<file path="config.mk">
export PLATFORM = sky130hd
export DESIGN_NAME = dmem_master
export DESIGN_NICKNAME = d
export VERILOG_FILES = /design/src/rtl/dmem_master.sv
export SDC_FILE = /design/constraint.sdc
export NUM_CORES = 1
export LEC_CHECK = 0
export CORE_ASPECT_RATIO = 1.25
export CORE_MARGIN = 3
export CORE_UTILIZATION = 30
export CTS_CLUSTER_DIAMETER = 30
export DETAILED_ROUTE_END_ITERATION = 10
export HOLD_SLACK_MARGIN = 0.08
export PLACE_DENSITY = 0.55
export SETUP_SLACK_MARGIN = 0.02
export SLEW_MARGIN = 0
export SYNTH_ARGS = -nofsm -noshare
export SYNTH_HDL_FRONTEND = slang
export SYNTH_SLANG_ARGS = --single-unit
</file>
<file path="constraint.sdc">
create_clock -name clk -period 2.1 [get_ports clk]
set_input_delay 0.42 -clock clk [delete_from_list [all_inputs] [get_ports clk]]
set_output_delay 0.42 -clock clk [all_outputs]
set_load 0.03 [all_outputs]
</file>
<file path="src/rtl/dmem_master.sv">
// Data-memory port controller: CPU load/store -> SRAM strobes, sub-word RMW, extension, misalign detect.
// Latency from accept: word store 2, load RD_LATENCY+1, sub-word store RD_LATENCY+2, error 2; one request in flight.
module dmem_master #(
    parameter int unsigned RD_LATENCY = 1,
    parameter bit          BIG_ENDIAN = 1'b1
) (
    input  logic        clk,
    input  logic        rst_n,
    input  logic        req_valid,
    output logic        req_ready,
    input  logic        req_we,
    input  logic [1:0]  req_size,
    input  logic        req_signed,
    input  logic [31:0] req_addr,
    input  logic [31:0] req_wdata,
    output logic        resp_valid,
    output logic [31:0] resp_rdata,
    output logic        resp_err,
    output logic        mem_cs,
    output logic        mem_oe,
    output logic        mem_we,
    output logic [31:0] mem_addr,
    output logic [31:0] mem_din,
    input  logic [31:0] mem_dout
);

    typedef enum logic [2:0] {IDLE, RD, WR, ERR, RESP} state_t;

    state_t      state;
    logic [2:0]  cnt;
    logic        lat_we;
    logic [1:0]  lat_size;
    logic        lat_signed;
    logic [1:0]  lat_off;
    logic [31:0] lat_wdata;

    logic        req_bad;
    logic [4:0]  lane_sh;
    logic [31:0] lane_mask;
    logic [31:0] lane;
    logic [31:0] load_ext;
    logic [31:0] merged;

    assign req_bad = (req_size == 2'b11) ||
                     (req_size == 2'b01 && req_addr[0]) ||
                     (req_size == 2'b10 && req_addr[1:0] != 2'b00);

    // Byte/half lanes are located by a shift of the word; big-endian mirrors the offset.
    always_comb begin
        lane_sh   = 5'd0;
        lane_mask = 32'hFFFF_FFFF;
        if (lat_size == 2'b00) begin
            lane_mask = 32'h0000_00FF;
            lane_sh   = BIG_ENDIAN ? {~lat_off, 3'b000} : {lat_off, 3'b000};
        end else if (lat_size == 2'b01) begin
            lane_mask = 32'h0000_FFFF;
            lane_sh   = BIG_ENDIAN ? {~lat_off[1], 4'b0000} : {lat_off[1], 4'b0000};
        end
        lane   = (mem_dout >> lane_sh) & lane_mask;
        merged = (mem_dout & ~(lane_mask << lane_sh)) | ((lat_wdata & lane_mask) << lane_sh);
        case (lat_size)
            2'b00:   load_ext = lat_signed ? {{24{lane[7]}}, lane[7:0]} : {24'd0, lane[7:0]};
            2'b01:   load_ext = lat_signed ? {{16{lane[15]}}, lane[15:0]} : {16'd0, lane[15:0]};
            default: load_ext = mem_dout;
        endcase
    end

    always_ff @(posedge clk or negedge rst_n) begin
        if (!rst_n) begin
            state      <= IDLE;
            cnt        <= 3'd0;
            lat_we     <= 1'b0;
            lat_size   <= 2'b00;
            lat_signed <= 1'b0;
            lat_off    <= 2'b00;
            lat_wdata  <= 32'd0;
            req_ready  <= 1'b0;
            resp_valid <= 1'b0;
            resp_rdata <= 32'd0;
            resp_err   <= 1'b0;
            mem_cs     <= 1'b0;
            mem_oe     <= 1'b0;
            mem_we     <= 1'b0;
            mem_addr   <= 32'd0;
            mem_din    <= 32'd0;
        end else begin
            case (state)
                IDLE: begin
                    if (req_valid && req_ready) begin
                        lat_we     <= req_we;
                        lat_size   <= req_size;
                        lat_signed <= req_signed;
                        lat_off    <= req_addr[1:0];
                        lat_wdata  <= req_wdata;
                        req_ready  <= 1'b0;
                        resp_rdata <= 32'd0;
                        resp_err   <= 1'b0;
                        mem_addr   <= {req_addr[31:2], 2'b00};
                        if (req_bad) begin
                            state <= ERR;
                        end else if (!req_we || req_size != 2'b10) begin
                            state  <= RD;
                            cnt    <= 3'(RD_LATENCY - 1);
                            mem_cs <= 1'b1;
                            mem_oe <= 1'b1;
                        end else begin
                            state   <= WR;
                            mem_cs  <= 1'b1;
                            mem_we  <= 1'b1;
                            mem_din <= req_wdata;
                        end
                    end else begin
                        req_ready <= 1'b1;
                    end
                end
                RD: begin
                    if (cnt == 3'd0) begin
                        mem_oe <= 1'b0;
                        if (lat_we) begin
                            state   <= WR;
                            mem_we  <= 1'b1;
                            mem_din <= merged;
                        end else begin
                            state      <= RESP;
                            mem_cs     <= 1'b0;
                            resp_valid <= 1'b1;
                            resp_rdata <= load_ext;
                        end
                    end else begin
                        cnt <= cnt - 3'd1;
                    end
                end
                WR: begin
                    state      <= RESP;
                    mem_cs     <= 1'b0;
                    mem_we     <= 1'b0;
                    resp_valid <= 1'b1;
                end
                ERR: begin
                    state      <= RESP;
                    resp_err   <= 1'b1;
                    resp_valid <= 1'b1;
                end
                RESP: begin
                    state      <= IDLE;
                    resp_valid <= 1'b0;
                    req_ready  <= 1'b1;
                end
                default: state <= IDLE;
            endcase
        end
    end

endmodule

</file>
==> results.json, run 1 <==
{
  "synthAdderAreaFrac": 0.00338,
  "r2r_cells": 6,
  "syn_to_final_growth_pct": 45.0,
  "cp_max_fo": 3,
  "first_iter_violations": 363,
  "min_period_ns": 1.96,
  "track_usage": 0.190,
  "p_int_w": 0.0101,
  "critPathKind": "reg2out",
  "cts_tree": "built",
  "outcome": "complete, no violations",
  "synth_compound_area_frac": 0.200,
  "synthCells": 744,
  "root_buffer": "clkbuf_16",
  "clock_path_buffers": 2,
  "hold_class": "in2async",
  "swShare": 0.440,
  "clock_sinks": 144,
  "netlist_area_sq_um": 7410,
  "rows": 63,
  "cp_num_buf_inv": 1,
  "p_clk_frac": 0.172,
  "reg2reg_slack_ns": 0.16,
  "p_leak_nw": 4.46,
  "die_h_um": 182,
  "synthMuxAreaShare": 0.130,
  "dp_hpwl_um": 19000,
  "grt_max_degree": 52,
  "synth.avg_cell_area_sq_um": 9.96,
  "grt_setup_unrepaired": "false",
  "dieArea_sq_um": 26600,
  "cts_buffers": 17,
  "crit_family": "buffers and inverters",
  "synth_top_family_by_area": "compound AO/OA/AOI/OAI gates",
  "cts-htree-levels": 4,
  "use_met1": 0.247,
  "combPwrFrac": 0.546,
  "vias_per_cell": 5.10,
  "ys_ff_latch": 144,
  "io_buffers": 202,
  "drtAntennaViolNets": 0,
  "grt_pass1_vias": 6757,
  "gp_congestion": 0.903,
  "tns_ns": 0,
  "final_cell_mix": "clkdlybuf4s50_1, dfrtp_1, nand2_1",
  "yosysSeqAreaShare": 0.486,
  "dr_total_vias": 6659,
  "synth_ff_type": "dfrtp_1",
  "period_share": 0.932,
  "grt_antenna_before_repair": 0,
  "dr.pass1.iters": 5,
  "final_common_cell": "clkdlybuf4s50_1",
  "worst_skew_pair.late_latency_ns": 0.42,
  "num_antenna_cells": 0,
  "critical-path-slowest-cell": "clkdlybuf4s50_1",
  "start_util": 0.308,
  "synth-edff-count": 0,
  "post-place-cells": 1271,
  "grtUsageMet3": 0.0504,
  "die-width_um": 147,
  "worstSetupStartpointType": "flop",
  "post_drt_wl_per_cell_um": 19.5,
  "fin_util": 0.447,
  "synth_xor_area_frac": 0,
  "synth_largest_area_cell": "dfrtp_1",
  "busiest_layer": "met2",
  "slew_headroom": 0.600,
  "power.density_nw_per_um2": 1680,
  "peakVddDrop_mv": 0.792,
  "cp.arrival_ns": 1.54,
  "grt_overflow": 0,
  "drive_gt1_frac": 0.112,
  "synth.top_cell.area_share": 0.486,
  "final_nets": 1073,
  "critPathRequiredTime_ns": 1.68,
  "synthTopCellsByArea": "dfrtp_1, mux2_1, nand2_1, o21ai_0, mux2i_1",
  "hold_slack_ns": 0.450,
  "fill_cells": 2318,
  "core-area_sq_um": 24000,
  "final_max_slew_viol_count": 0,
  "pwr-share-seq": 0.282,
  "end_kind": "output pin",
  "clk_pin_slew_ns": 0.06,
  "worst_pin_slew_ns": 0.600,
  "fmax_mhz": 511,
  "setup_violations": 0,
  "hold_viol": 0,
  "fin_cells": 1306,
  "yosys_warnings": 0,
  "crit_cells": 1,
  "synthArstFlopShare": 1.00,
  "fin_skew_ns": 0.0107,
  "ioPinCount": 205,
  "grtUsageMet2": 0.315,
  "slowest_delay_ns": 0.70,
  "yosysUniqueCellTypes": 58,
  "wirelength_um": 25500,
  "grt_pass1_wl_um": 39900,
  "switchingPower_w": 0.00796,
  "synth-simple-area-share": 0.135,
  "route.detailed.drc": 0,
  "path_cells": "clkdlybuf4s50_1",
  "drv_cap": 0
}
[stage by stage]
stage | setup slack [ns] | area [sq um] | power, W
detailed placement | -0.206 | 10100 | 0.0150
global placement | -0.297 | 10100 | 0.0149
floorplan | 0.331 | 7420 | 0.0108
global route | 0.0458 | 10700 | 0.0192
finish | 0.143 | 10700 | 0.0181
CTS | 0.0962 | 10700 | 0.0182
[cells in the mapped netlist (all sizes together) (12+ instances only)]
cell / instances
o31ai: 25
mux2i: 23
nor2: 52
mux2: 65
o21a: 16
nor2b: 12
o21ai: 76
clkbuf: 19
buf: 40
nand2: 118
a21oi: 17
dfrtp: 144
[sequential cells by signal, indices dropped and copies added, names as in the netlist]
| name | count |
|---|---|
| mem_addr | 30 |
| mem_cs | 1 |
| resp_err | 1 |
| mem_din | 32 |
| lat_wdata | 32 |
| lat_off | 2 |
| resp_valid | 1 |
| lat_size | 2 |
| lat_signed | 1 |
| req_ready | 1 |
| cnt | 3 |
| mem_we | 1 |
| lat_we | 1 |
| mem_oe | 1 |
| state | 3 |
| resp_rdata | 32 |
[per-layer routing]
layer,wire (um),vias up
met5,0,-
met4,393,0
li1,-,3133
met1,11000,3263
met3,1800,22
met2,12300,241
[path summary, 6_finish.rpt]
kind,from,to
setup / recovery,mem_we,mem_we
hold / removal,rst_n,mem_din[6]
setup reg to reg,lat_size[0],mem_din[15]
hold reg to reg,mem_addr[21],mem_addr[21]
max in group asynchronous,rst_n,mem_din[19]
min in group clk,mem_addr[21],mem_addr[21]
[layout make-up]
class | instances | area [sq um] | share of cell area
Clock inverter | 13 | 154 | 0.0143
Clock buffer | 19 | 453 | 0.0421
Tap cell | 325 | 407 | 0.0378
Multi-Input combinational cell | 533 | 3510 | 0.327
Inverter | 9 | 33.8 | 0.00314
Timing Repair Buffer | 263 | 2580 | 0.240
Sequential cell | 144 | 3600 | 0.335
[power by group through the flow]
stage	Combinational [W]	Clock (W)	Sequential [W]
after detailed placement	0.00984	0	0.00513
after global routing	0.0106	0.00332	0.00528
after floorplan	0.00426	0	0.00656
after global placement	0.00975	0	0.00513
final	0.00987	0.00312	0.00509
after CTS	0.00990	0.00320	0.00511
[timing repair]
item / 4_1_cts / 5_1_grt
endpoints found under the hold margin: 27 / 0
pin swaps: 0 / 1
hold buffers: 1 / 0
endpoints found under the setup margin: 2 / 11
resized for setup: 4 / 2
setup buffers: 0 / 2
[cells by family (layout without fill, tap and decap cells)]
family | count (synthesis) | after routing
flip-flops | 144 | 144
AO/OA/AOI/OAI | 217 | 217
multiplexers | 88 | 88
other | 1 | 2
adder cells (fa/ha/maj) | 2 | 2
AND/OR/NAND/NOR | 224 | 224
buffers and inverters | 68 | 304
No activity file was read; power rests on OpenSTA's default activity.
==> inputs of run 2 (changes only) <==
Settings changed: ABC_CLOCK_PERIOD_IN_PS set to 2100.
==> results of run 2 <==
Final layout, timing and power as in run 1 (identical DEF).
==> inputs of run 3 (changes only) <==
Settings changed: TNS_END_PERCENT set to 50.
==> run 3 against run 2 <==
Power about the same. Clock skew down 0.0030 ns. Global-route usage is the same. Highest routed layer unchanged.
==> results.json, run 3 (synthesized netlist as in run 1, its figures left out) <==
{
  "p_clk_frac": 0.173,
  "worstSetupStartpointType": "flop",
  "end_kind": "output pin",
  "grt_pass1_wl_um": 39900,
  "dr.pass1.iters": 5,
  "cp_num_buf_inv": 1,
  "worst_pin_slew_ns": 0.608,
  "dieArea_sq_um": 26600,
  "track_usage": 0.190,
  "die-width_um": 147,
  "drive_gt1_frac": 0.110,
  "start_util": 0.308,
  "p_int_w": 0.0101,
  "gp_congestion": 0.903,
  "clk_pin_slew_ns": 0.06,
  "hold_class": "in2async",
  "period_share": 0.934,
  "first_iter_violations": 332,
  "power_w": 0.0181,
  "slew_headroom": 0.595,
  "fin_cells": 1304,
  "die_h_um": 182,
  "final_nets": 1071,
  "grt_pass1_vias": 6757,
  "io_buffers": 202,
  "drv_cap": 0,
  "pwr-share-seq": 0.282,
  "hold_viol": 0,
  "postCtsSetupRepairBufs": 0,
  "wirelength_um": 25500,
  "path_cells": "clkdlybuf4s50_1",
  "peakVddDrop_mv": 0.797,
  "final_max_slew_viol_count": 0,
  "seq_area_sq_um": 3600,
  "slowest_delay_ns": 0.70,
  "grt_max_degree": 52,
  "fmax_mhz": 510,
  "grt_setup_unrepaired": "false",
  "critPathKind": "reg2out",
  "cts-htree-levels": 4,
  "cts_buffers": 17,
  "crit_family": "buffers and inverters",
  "cp_max_fo": 3,
  "ioPinCount": 205,
  "grt_antenna_before_repair": 0,
  "outcome": "complete, no violations",
  "min_period_ns": 1.96,
  "switchingPower_w": 0.00798,
  "rows": 63,
  "post-place-cells": 1271,
  "fill_cells": 2316,
  "worst_skew_pair.late_latency_ns": 0.43,
  "vias_per_cell": 5.09,
  "core-area_sq_um": 24000,
  "num_antenna_cells": 0,
  "swShare": 0.441,
  "route.detailed.drc": 0,
  "syn_to_final_growth_pct": 44.9,
  "tns_ns": 0,
  "dp_hpwl_um": 19000,
  "cts_tree": "built",
  "post_drt_wl_per_cell_um": 19.5,
  "grt_overflow": 0,
  "root_buffer": "clkbuf_16",
  "top_regs": "lat_wdata (32), mem_din (32), resp_rdata (32)",
  "cp.arrival_ns": 1.54,
  "final_common_cell": "clkdlybuf4s50_1",
  "drtAntennaViolNets": 0,
  "fin_skew_ns": 0.00764,
  "power.density_nw_per_um2": 1680,
  "dr_total_vias": 6633,
  "p_leak_nw": 4.45,
  "clock_sinks": 144,
  "setup_violations": 0,
  "clock_path_buffers": 2,
  "final_cell_mix": "clkdlybuf4s50_1, dfrtp_1, nand2_1",
  "multi_input_area_sq_um": 3520,
  "critPathRequiredTime_ns": 1.68,
  "critical-path-slowest-cell": "clkdlybuf4s50_1",
  "combPwrFrac": 0.546
}
[run 3: cell types whose count changed in the layout (fill, tap and decap cells not counted), sizes merged]
| cell | before | now |
|---|---|---|
| buf | 61 | 59 |
[run 3: final timing paths]
check / startpoint / end / slack (ns) / cells past startpoint
setup / recovery: mem_we / mem_we / 0.14 / 1
hold / removal: rst_n / mem_din[6] / 0.45 / 2
setup reg to reg: lat_size[0] / mem_din[15] / 0.16 / 6
hold reg to reg: mem_addr[21] / mem_addr[21] / 0.48 / 1
max in group asynchronous: rst_n / mem_din[19] / 1.00 / 3
min in group clk: mem_addr[21] / mem_addr[21] / 0.48 / 1
[run 3: what timing repair did]
| item | 4_1_cts | 5_1_grt |
|---|---|---|
| gates resized for setup | 4 | 3 |
| hold buffers | 1 | 0 |
| endpoints found under the setup margin | 2 | 11 |
| pin swaps | 0 | 0 |
| endpoints found under the hold margin | 27 | 0 |
[run 3: layer usage]
layer,vias up,routed length (um),GRT usage
li1,3128,-,-
met1,3265,11100,0.247
met2,221,12300,0.315
met3,19,1650,0.0504
met4,0,361,0.0501
met5,-,0,0
[run 3: final cells by class]
class | count | area share
timing repair buffer | 261 | 0.239
sequential | 144 | 0.335
multi-input combinational | 533 | 0.328
inverter | 9 | 0.00314
clock inverter | 13 | 0.0143
tap | 325 | 0.0378
clock buffer | 19 | 0.0422
[run 3: power groups by stage]
stage,registers (W),clock network [W],logic (W)
after detailed placement,0.00513,0,0.00984
after global placement,0.00513,0,0.00975
after CTS,0.00511,0.00320,0.00990
after global routing,0.00528,0.00332,0.0106
after floorplan,0.00656,0,0.00426
final,0.00510,0.00312,0.00987
[run 3: per-stage QoR]
| step | util | setup slack (ns) | cell area [sq um] | hold WS [ns] |
|---|---|---|---|---|
| final | 0.447 | 0.140 | 10700 | 0.450 |
| after global routing | 0.447 | 0.0458 | 10700 | 0.484 |
| after CTS | 0.446 | 0.0962 | 10700 | 0.457 |
| after detailed placement | 0.420 | -0.206 | 10100 | 0.332 |
| after global placement | 0.420 | -0.297 | 10100 | 0.331 |
| after floorplan | - | 0.331 | 7420 | 0.124 |
